<file path="config.mk">
export PLATFORM = sky130hd
export DESIGN_NAME = serial_adder_ctrl_flat
export DESIGN_NICKNAME = d
export VERILOG_FILES = /design/src/rtl/serial_adder_ctrl_pkg.sv /design/src/rtl/serial_adder_ctrl_if.sv /design/src/rtl/serial_adder_ctrl_fa.sv /design/src/rtl/serial_adder_ctrl.sv /design/src/flat_wrapper.sv
export SDC_FILE = /design/constraint.sdc
export NUM_CORES = 1
export LEC_CHECK = 0
export ABC_AREA = 1
export CAP_MARGIN = 20
export CORE_ASPECT_RATIO = 1.25
export CORE_MARGIN = 1.5
export CORE_UTILIZATION = 43
export DETAILED_ROUTE_END_ITERATION = 8
export GPL_TIMING_DRIVEN = 0
export HOLD_SLACK_MARGIN = 0.05
export PLACE_DENSITY = 0.67
export SLEW_MARGIN = 30
export SYNTH_ARGS = -nofsm -noshare
export SYNTH_HDL_FRONTEND = slang
export SYNTH_HIERARCHICAL = 1
export SYNTH_SLANG_ARGS = --single-unit
</file>
<file path="constraint.sdc">
create_clock -name clk -period 2.1 [get_ports clk]
set_clock_uncertainty 0.15 [all_clocks]
set_input_delay 0.525 -clock clk [delete_from_list [all_inputs] [get_ports clk]]
set_output_delay 0.525 -clock clk [all_outputs]
set_load 0.02 [all_outputs]
</file>
<file path="src/rtl/serial_adder_ctrl_pkg.sv">
// Purpose: shared constants for the bit-serial add/subtract controller.
// Latency: n/a (declarations only).
// Backpressure: n/a.
// Contents: FSM state encoding and the default operand width.
package serial_adder_ctrl_pkg;

    localparam int DEFAULT_WIDTH = 8;

    typedef enum logic [1:0] {
        ST_IDLE = 2'd0,
        ST_RUN  = 2'd1,
        ST_DONE = 2'd2
    } state_t;

endpackage

</file>
<file path="src/rtl/serial_adder_ctrl_if.sv">
// Purpose: start/done handshake bundle between a requester and the serial adder.
// Latency: n/a (wires only).
// Backpressure: none; start is only honoured while the adder is idle, never queued.
// Signals: start, sub, a, b, cin (requester -> adder); busy, done, sum, cout, ovf (adder -> requester).
interface serial_adder_ctrl_if
    import serial_adder_ctrl_pkg::*;
#(
    parameter int WIDTH = DEFAULT_WIDTH
);
    logic             start;
    logic             sub;
    logic [WIDTH-1:0] a;
    logic [WIDTH-1:0] b;
    logic             cin;
    logic             busy;
    logic             done;
    logic [WIDTH-1:0] sum;
    logic             cout;
    logic             ovf;

    modport master (
        output start, sub, a, b, cin,
        input  busy, done, sum, cout, ovf
    );

    modport slave (
        input  start, sub, a, b, cin,
        output busy, done, sum, cout, ovf
    );
endinterface

</file>
<file path="src/rtl/serial_adder_ctrl_fa.sv">
// Purpose: single gate-level full-adder cell, the per-bit datapath of the serial adder.
// Latency: combinational.
// Backpressure: n/a.
// Ports: i_a, i_b, i_c (addends and carry-in); o_s (sum bit), o_co (carry-out).
module serial_adder_ctrl_fa (
    input  logic i_a,
    input  logic i_b,
    input  logic i_c,
    output logic o_s,
    output logic o_co
);
    logic w_axb;

    assign w_axb = i_a ^ i_b;
    assign o_s   = w_axb ^ i_c;
    assign o_co  = (i_a & i_b) | (w_axb & i_c);
endmodule

</file>
<file path="src/rtl/serial_adder_ctrl.sv">
// Purpose: bit-serial add/subtract of two WIDTH-bit operands through one full adder.
// Latency: done pulses WIDTH+1 cycles after the accepting edge; one op per WIDTH+2 cycles.
// Backpressure: start is ignored (not queued) while busy; operands are captured at acceptance.
// Ports: clk, rst_n (sync, active-low), bus (slave side of serial_adder_ctrl_if).
module serial_adder_ctrl
    import serial_adder_ctrl_pkg::*;
#(
    parameter int WIDTH = DEFAULT_WIDTH
) (
    input  logic               clk,
    input  logic               rst_n,
    serial_adder_ctrl_if.slave bus
);
    localparam int             CW   = $clog2(WIDTH);
    localparam logic [CW-1:0]  LAST = CW'(WIDTH - 1);

    state_t             r_state;
    logic [CW-1:0]      r_cnt;
    logic               r_carry;
    logic [WIDTH-1:0]   r_op_a;
    logic [WIDTH-1:0]   r_op_b;
    // Holds the WIDTH-1 sum bits produced so far; the MSB bit joins it on the last edge.
    logic [WIDTH-2:0]   r_res;
    logic               r_busy;
    logic               r_done;
    logic [WIDTH-1:0]   r_sum;
    logic               r_cout;
    logic               r_ovf;

    logic               w_s;
    logic               w_co;
    logic [WIDTH-1:0]   w_shift;

    serial_adder_ctrl_fa u_fa (
        .i_a  (r_op_a[0]),
        .i_b  (r_op_b[0]),
        .i_c  (r_carry),
        .o_s  (w_s),
        .o_co (w_co)
    );

    // New sum bit enters from the MSB side; on the MSB edge this is the full result.
    assign w_shift = {w_s, r_res};

    always_ff @(posedge clk) begin
        if (!rst_n) begin
            r_state <= ST_IDLE;
            r_cnt   <= '0;
            r_carry <= 1'b0;
            r_op_a  <= '0;
            r_op_b  <= '0;
            r_res   <= '0;
            r_busy  <= 1'b0;
            r_done  <= 1'b0;
            r_sum   <= '0;
            r_cout  <= 1'b0;
            r_ovf   <= 1'b0;
        end else begin
            case (r_state)
                ST_IDLE: begin
                    r_done <= 1'b0;
                    if (bus.start) begin
                        // Subtract as a + ~b + 1: invert B and force the carry-in.
                        r_op_a  <= bus.a;
                        r_op_b  <= bus.sub ? ~bus.b : bus.b;
                        r_carry <= bus.sub ? 1'b1 : bus.cin;
                        r_cnt   <= '0;
                        r_busy  <= 1'b1;
                        r_state <= ST_RUN;
                    end
                end
                ST_RUN: begin
                    r_res   <= w_shift[WIDTH-1:1];
                    r_op_a  <= r_op_a >> 1;
                    r_op_b  <= r_op_b >> 1;
                    r_carry <= w_co;
                    r_cnt   <= r_cnt + 1'b1;
                    if (r_cnt == LAST) begin
                        r_sum   <= w_shift;
                        r_cout  <= w_co;
                        // r_carry is the carry into the MSB at this point.
                        r_ovf   <= r_carry ^ w_co;
                        r_done  <= 1'b1;
                        r_cnt   <= '0;
                        r_state <= ST_DONE;
                    end
                end
                ST_DONE: begin
                    r_done  <= 1'b0;
                    r_busy  <= 1'b0;
                    r_state <= ST_IDLE;
                end
                default: begin
                    r_done  <= 1'b0;
                    r_busy  <= 1'b0;
                    r_state <= ST_IDLE;
                end
            endcase
        end
    end

    assign bus.busy = r_busy;
    assign bus.done = r_done;
    assign bus.sum  = r_sum;
    assign bus.cout = r_cout;
    assign bus.ovf  = r_ovf;
endmodule

</file>
<file path="src/flat_wrapper.sv">
// flat-port wrapper written by rule: the top's interface ports become plain ports
module serial_adder_ctrl_flat import serial_adder_ctrl_pkg::*;
#(
    parameter int WIDTH = DEFAULT_WIDTH
)
  (clk, rst_n, bus_start, bus_sub, bus_a, bus_b, bus_cin, bus_busy, bus_done, bus_sum, bus_cout, bus_ovf);
  serial_adder_ctrl_if #(.WIDTH(WIDTH)) bus_i ();
  input  logic clk;
  input  logic rst_n;
  input wire logic [$bits(bus_i.start)-1:0] bus_start;
  input wire logic [$bits(bus_i.sub)-1:0] bus_sub;
  input wire logic [$bits(bus_i.a)-1:0] bus_a;
  input wire logic [$bits(bus_i.b)-1:0] bus_b;
  input wire logic [$bits(bus_i.cin)-1:0] bus_cin;
  output wire logic [$bits(bus_i.busy)-1:0] bus_busy;
  output wire logic [$bits(bus_i.done)-1:0] bus_done;
  output wire logic [$bits(bus_i.sum)-1:0] bus_sum;
  output wire logic [$bits(bus_i.cout)-1:0] bus_cout;
  output wire logic [$bits(bus_i.ovf)-1:0] bus_ovf;
  assign bus_i.start = bus_start;
  assign bus_i.sub = bus_sub;
  assign bus_i.a = bus_a;
  assign bus_i.b = bus_b;
  assign bus_i.cin = bus_cin;
  assign bus_busy = bus_i.busy;
  assign bus_done = bus_i.done;
  assign bus_sum = bus_i.sum;
  assign bus_cout = bus_i.cout;
  assign bus_ovf = bus_i.ovf;
  serial_adder_ctrl #(.WIDTH(WIDTH)) u_core (.clk(clk), .rst_n(rst_n), .bus(bus_i));
endmodule
</file>
Yosys cells after proc, flatten, opt, wreduce, memory -nomap -nowiden. Index checks and enable logic that the tools add are counted.

Shifts and indexed selects: 0. Multiply operators: 0. Div/mod/pow operators: 0. Muxes and demuxes: 16. Add/subtract/negate cells: 1. Eq/ne operators: 4. $lt $le $gt $ge: 0. Bitwise logic cells: 8. Reductions and logical operators: 7.

Operator list (count): one-hot mux 8 bit (2 select lines) (2); 2-to-1 mux 8 bit (3); AND reduction 2 bit (5); inverter 8 bit (1); 2-to-1 mux 3 bit (2); one-hot mux 3 bit (2 select lines) (1); 2-to-1 mux 2 bit (2); one-hot mux 1 bit (2 select lines) (2); one-hot mux 2 bit (2 select lines) (1); adder 3 x 1 -> 3 bit (second input constant) (1); == test 3 bit (second input constant) (1); 2-to-1 mux 1 bit (3); XOR 1 bit (3); bitwise AND 1 bit (2); == test 2 x 1 -> 1 bit (second input constant) (1); zero test 2 bit (1); != test 2 x 1 -> 1 bit (second input constant) (1); != test 2 bit (second input constant) (1); nonzero test 2 bit (1); inverter 1 bit (1); OR 1 bit (1).

Bits of input ports: 21. Register bits: 41. Memories kept: 0. ROM bits: 0. RAM bits: 0. Latch bits: 0.

Longest topological paths before layout. Gate-level depths: netlist (run 1).

Depth after elaboration: 4. Mapped depth: 8. Depth with buffers taken out: 7.

Hierarchy. Netlist (run 1), hierarchy kept.

Modules (own cells, without submodules): serial_adder_ctrl (seq. area each 820.8 µm², times used 1, cells each 271, area an instance 1810.5 µm²); serial_adder_ctrl_fa (seq. area each 0.0 µm², times used 1, cells each 1, area an instance 20.0 µm²).

Least setup slack after synthesis (run 1). OpenSTA, ideal clock, no wires.

Kind: input-to-reg. Start point: input bus_start. End point: register u_core.r_carry. Buffers on the path: 1. Setup slack: 0.738 ns. Stages: 6. Data arrival time: 1.155 ns. Setup time: 0.057 ns. Path through: o21ai_2 -> buf_6 -> nand2_1 -> nand3_1 -> nand2_1 -> inv_1.

Cells in the longest elaborated chain, start to end: 2.

RTL lines: from (decl) (line flat_wrapper.sv:10) `input wire logic [$bits(bus_i.start)-1:0] bus_start;`; != test 2 bit (no source line); AND reduction 2 bit (no source line); to (signal assigned) (line serial_adder_ctrl.sv:66) `r_carry <= bus.sub ? 1'b1 : bus.cin;`; to (signal assigned) (line serial_adder_ctrl.sv:76) `r_carry <= w_co;`; to (decl) (line serial_adder_ctrl.sv:19) `logic r_carry;`.

Every way passes these cells. A chain may end at the register's enable or synchronous reset.

Worst setup path in the final report (run 1).
Start point: register u_core.r_sum[3], in the netlist u_core/bus.sum[3]. End point: output bus_sum[3].

RTL lines: from (decl) (line serial_adder_ctrl.sv:26) `logic [WIDTH-1:0] r_sum;`; from (signal assigned) (line serial_adder_ctrl.sv:79) `r_sum <= w_shift;`; to (decl) (line flat_wrapper.sv:17) `output wire logic [$bits(bus_i.sum)-1:0] bus_sum;`.

No word-level cell between the ends.

==> run metrics, run 1 <==
status complete, no violations; NumNets Final 335; Synth cell types 20; Post-Syn Area per Cell 6.73 um2; clock sink count 41; Hold Violations, Final 0; cts bufs inserted 5; buffers added on ports 31; layer with the highest usage met2; Die Ht 75.9 um; Synth Warn # 6; CP max stage delay 0.60 ns; n_diodes 0; first-pass GRT wire length 6200 um; initial antenna violation count 0; Register Area just over 800 um2; pwr/cell area 685 nW/um2; Routed Antenna Nets 0; max-slew violations 0; prevailing post-synth register cell dfxtp_1; VDD IR max 0.349 mV; CTS Buffer Depth 2; FP Rows 26; crit path kind flop to output pin; min-delay worst type flop to flop; nature of the critical path endpoint output pin; M2 GR Usage 0.299; die area 4660 um2; initial core utilization 0.447; Post-Route Setup TNS 0 ns; Vias about 1700; Mapped Cells 272; Post-Route WL 3620 um; gr usage total 0.174; worst-path fanout max 2; fin crit period 1.90 ns; root buffer cell clkbuf_8; Resize count post-CTS 0; Worst path slowest cell clkdlybuf4s50_1; Post CTS Setup Buffer Count 0; #FFs+latches synth 41; Syn Std Cell Area 1830 um2; Post-synth ARST share 0; Layout fillers 445; crit share post-route 0.904; vias in the first global route 1510; worst path required time 1.42 ns; share of cells above drive strength 1 0.0613; Leakage roughly 1.1 nW; fin util 0.560; startpoint types flop; GR Util met3 0.0529; max-cap violation count 0; CP arrival 1.22 ns; DRC viols 0; multi-input logic area 837 um2; Synth-to-Final Area Change 25.5%; total iterations of the first detailed-routing run 4; clock-pin slew on the worst setup and hold paths 0.07 ns; Post-CTS Hold Buffers 0; Core Area 4100 um2; largest net degree at the start of global routing 12; pin slew with the least headroom to its limit 0.471 ns; Max-slew headroom 0.686; post-detail-place hpwl 2750 um; Die Width 61.4 um; worst path buffer plus inverter count 1; final RePlAce weighted congestion 0.736; setup violators final 0; Post-synth EDFFs 0; post-DR vias/cell 4.51; htree depth 2; sequential share of the synthesized area 0.448; RSZ-0062 raised after global routing false; drt wl/cell around 10 um; Cell Chain, Critical Path clkdlybuf4s50_1; iteration-0 DRC count of the detailed router 62; Global Route met1 Usage 0.196; IO Pins 33; delay-heaviest family, CP buffers and inverters; GRT overflow 0; CTS tree built; Clk Latency, worst-skew pair roughly 0.28 ns; Peak Freq 527 MHz; post-synth net total 297
[per-stage QoR]
| step | area [um2] | total power [W] | hold WS, ns | worst slack, ns | instances |
|---|---|---|---|---|---|
| after floorplan | 1830 | 0.00101 | 0.290 | 0.738 | 272 |
| after global placement | 2210 | 0.00109 | 0.303 | 0.0252 | 359 |
| after detailed placement | 2210 | 0.00109 | 0.306 | 0.00288 | 359 |
| after CTS | 2300 | 0.00159 | 0.318 | 0.183 | 366 |
| after global routing | 2300 | 0.00167 | 0.336 | 0.137 | 366 |
| final | 2300 | 0.00157 | 0.314 | 0.201 | 366 |
[metal layers]
metal / up-vias / part of all wire / wire (um)
met3: 2 / 0.032 / 115
met2: 26 / 0.51 / 1850
li1: 905 / - / -
met4: 0 / 0.011 / 40
met5: - / 0 / 0
met1: 718 / 0.45 / 1610
[kinds of logic after synthesis]
logic type	share of synthesized area
AND/OR/NAND/NOR	0.325
adder cells (fa/ha/maj)	0.0314
buffers and inverters	0.0943
AO/OA/AOI/OAI	0.0909
flip-flops	0.448
XOR/XNOR	0.00957
[placed cells by master, fill, tap and decap left out]
cell type and instances:
clkbuf_1 4, nand2_1 106, nor3_1 1, o21ai_2 1, buf_6 2, nor2_1 36, ha_1 3, o21a_1 1
nor2_2 2, xor2_1 2, a22oi_1 2, clkbuf_8 6, buf_2 5, nand3_1 9, a21oi_1 14, clkdlybuf4s50_1 31
inv_1 27, fa_1 1, o21ai_0 13, clkbuf_2 1, dfxtp_1 41, inv_2 2
[Yosys cell counts (3+ instances only)]
master    count  share of area
clkbuf_1      3         0.0062
buf_2         5          0.014
a21oi_1      14          0.038
ha_1          3          0.021
nor2_1       36          0.074
inv_1        27          0.055
dfxtp_1      41           0.45
nand3_1       9          0.025
nand2_1     106           0.22
o21ai_0      13          0.036
[tightest hold or removal path, delay by kind of cell (launching register included)]
family | cells | cell delay (ns)
AO/OA/AOI/OAI | 1 | 0.05
AND/OR/NAND/NOR | 1 | 0.06
flip-flops | 1 | 0.31
[final cells by class]
cell class,instances,area share
multi-input cells,191,0.364
clock buffers,7,0.0376
inverters,29,0.0474
repair buffers,31,0.135
flip-flops and latches,41,0.357
well taps,56,0.0305
plain buffers,11,0.0278
[path summary, 6_finish.rpt]
kind                startpoint                end  slack, ns  depth (start not counted)
max          u_core/bus.sum[3]         bus_sum[3]       0.20                          1
min          u_core/bus.sum[2]  u_core/bus.sum[2]       0.31                          2
max reg2reg    u_core/r_cnt[0]  u_core/bus.sum[3]       0.57                          6
min reg2reg  u_core/bus.sum[2]  u_core/bus.sum[2]       0.31                          2
[power by group]
group          switching, W  internal (W)
clock              0.000241      0.000260
combinational      0.000128      0.000102
sequential        0.0000236      0.000820
[registers in the layout (all words and copies together), names as in the netlist]
register,flops
u_core/bus.busy,1
u_core/bus.cout,1
u_core/bus.done,1
u_core/bus.ovf,1
u_core/bus.sum,8
u_core/r_carry,1
u_core/r_cnt,3
u_core/r_op_a,8
u_core/r_op_b,8
u_core/r_res,7
u_core/r_state,2
(Power assumes the default switching activity.)
==> run 2, diff against run 1 <==
--- a/config.mk
+++ b/config.mk
@@ -6,7 +6,7 @@
 export NUM_CORES = 1
 export LEC_CHECK = 0
 export ABC_AREA = 1
-export CAP_MARGIN = 20
+export CAP_MARGIN = 25
 export CORE_ASPECT_RATIO = 1.25
 export CORE_MARGIN = 1.5
 export CORE_UTILIZATION = 43
==> results of run 2 <==
The final DEF is identical to that of run 1; final timing and power are the same.
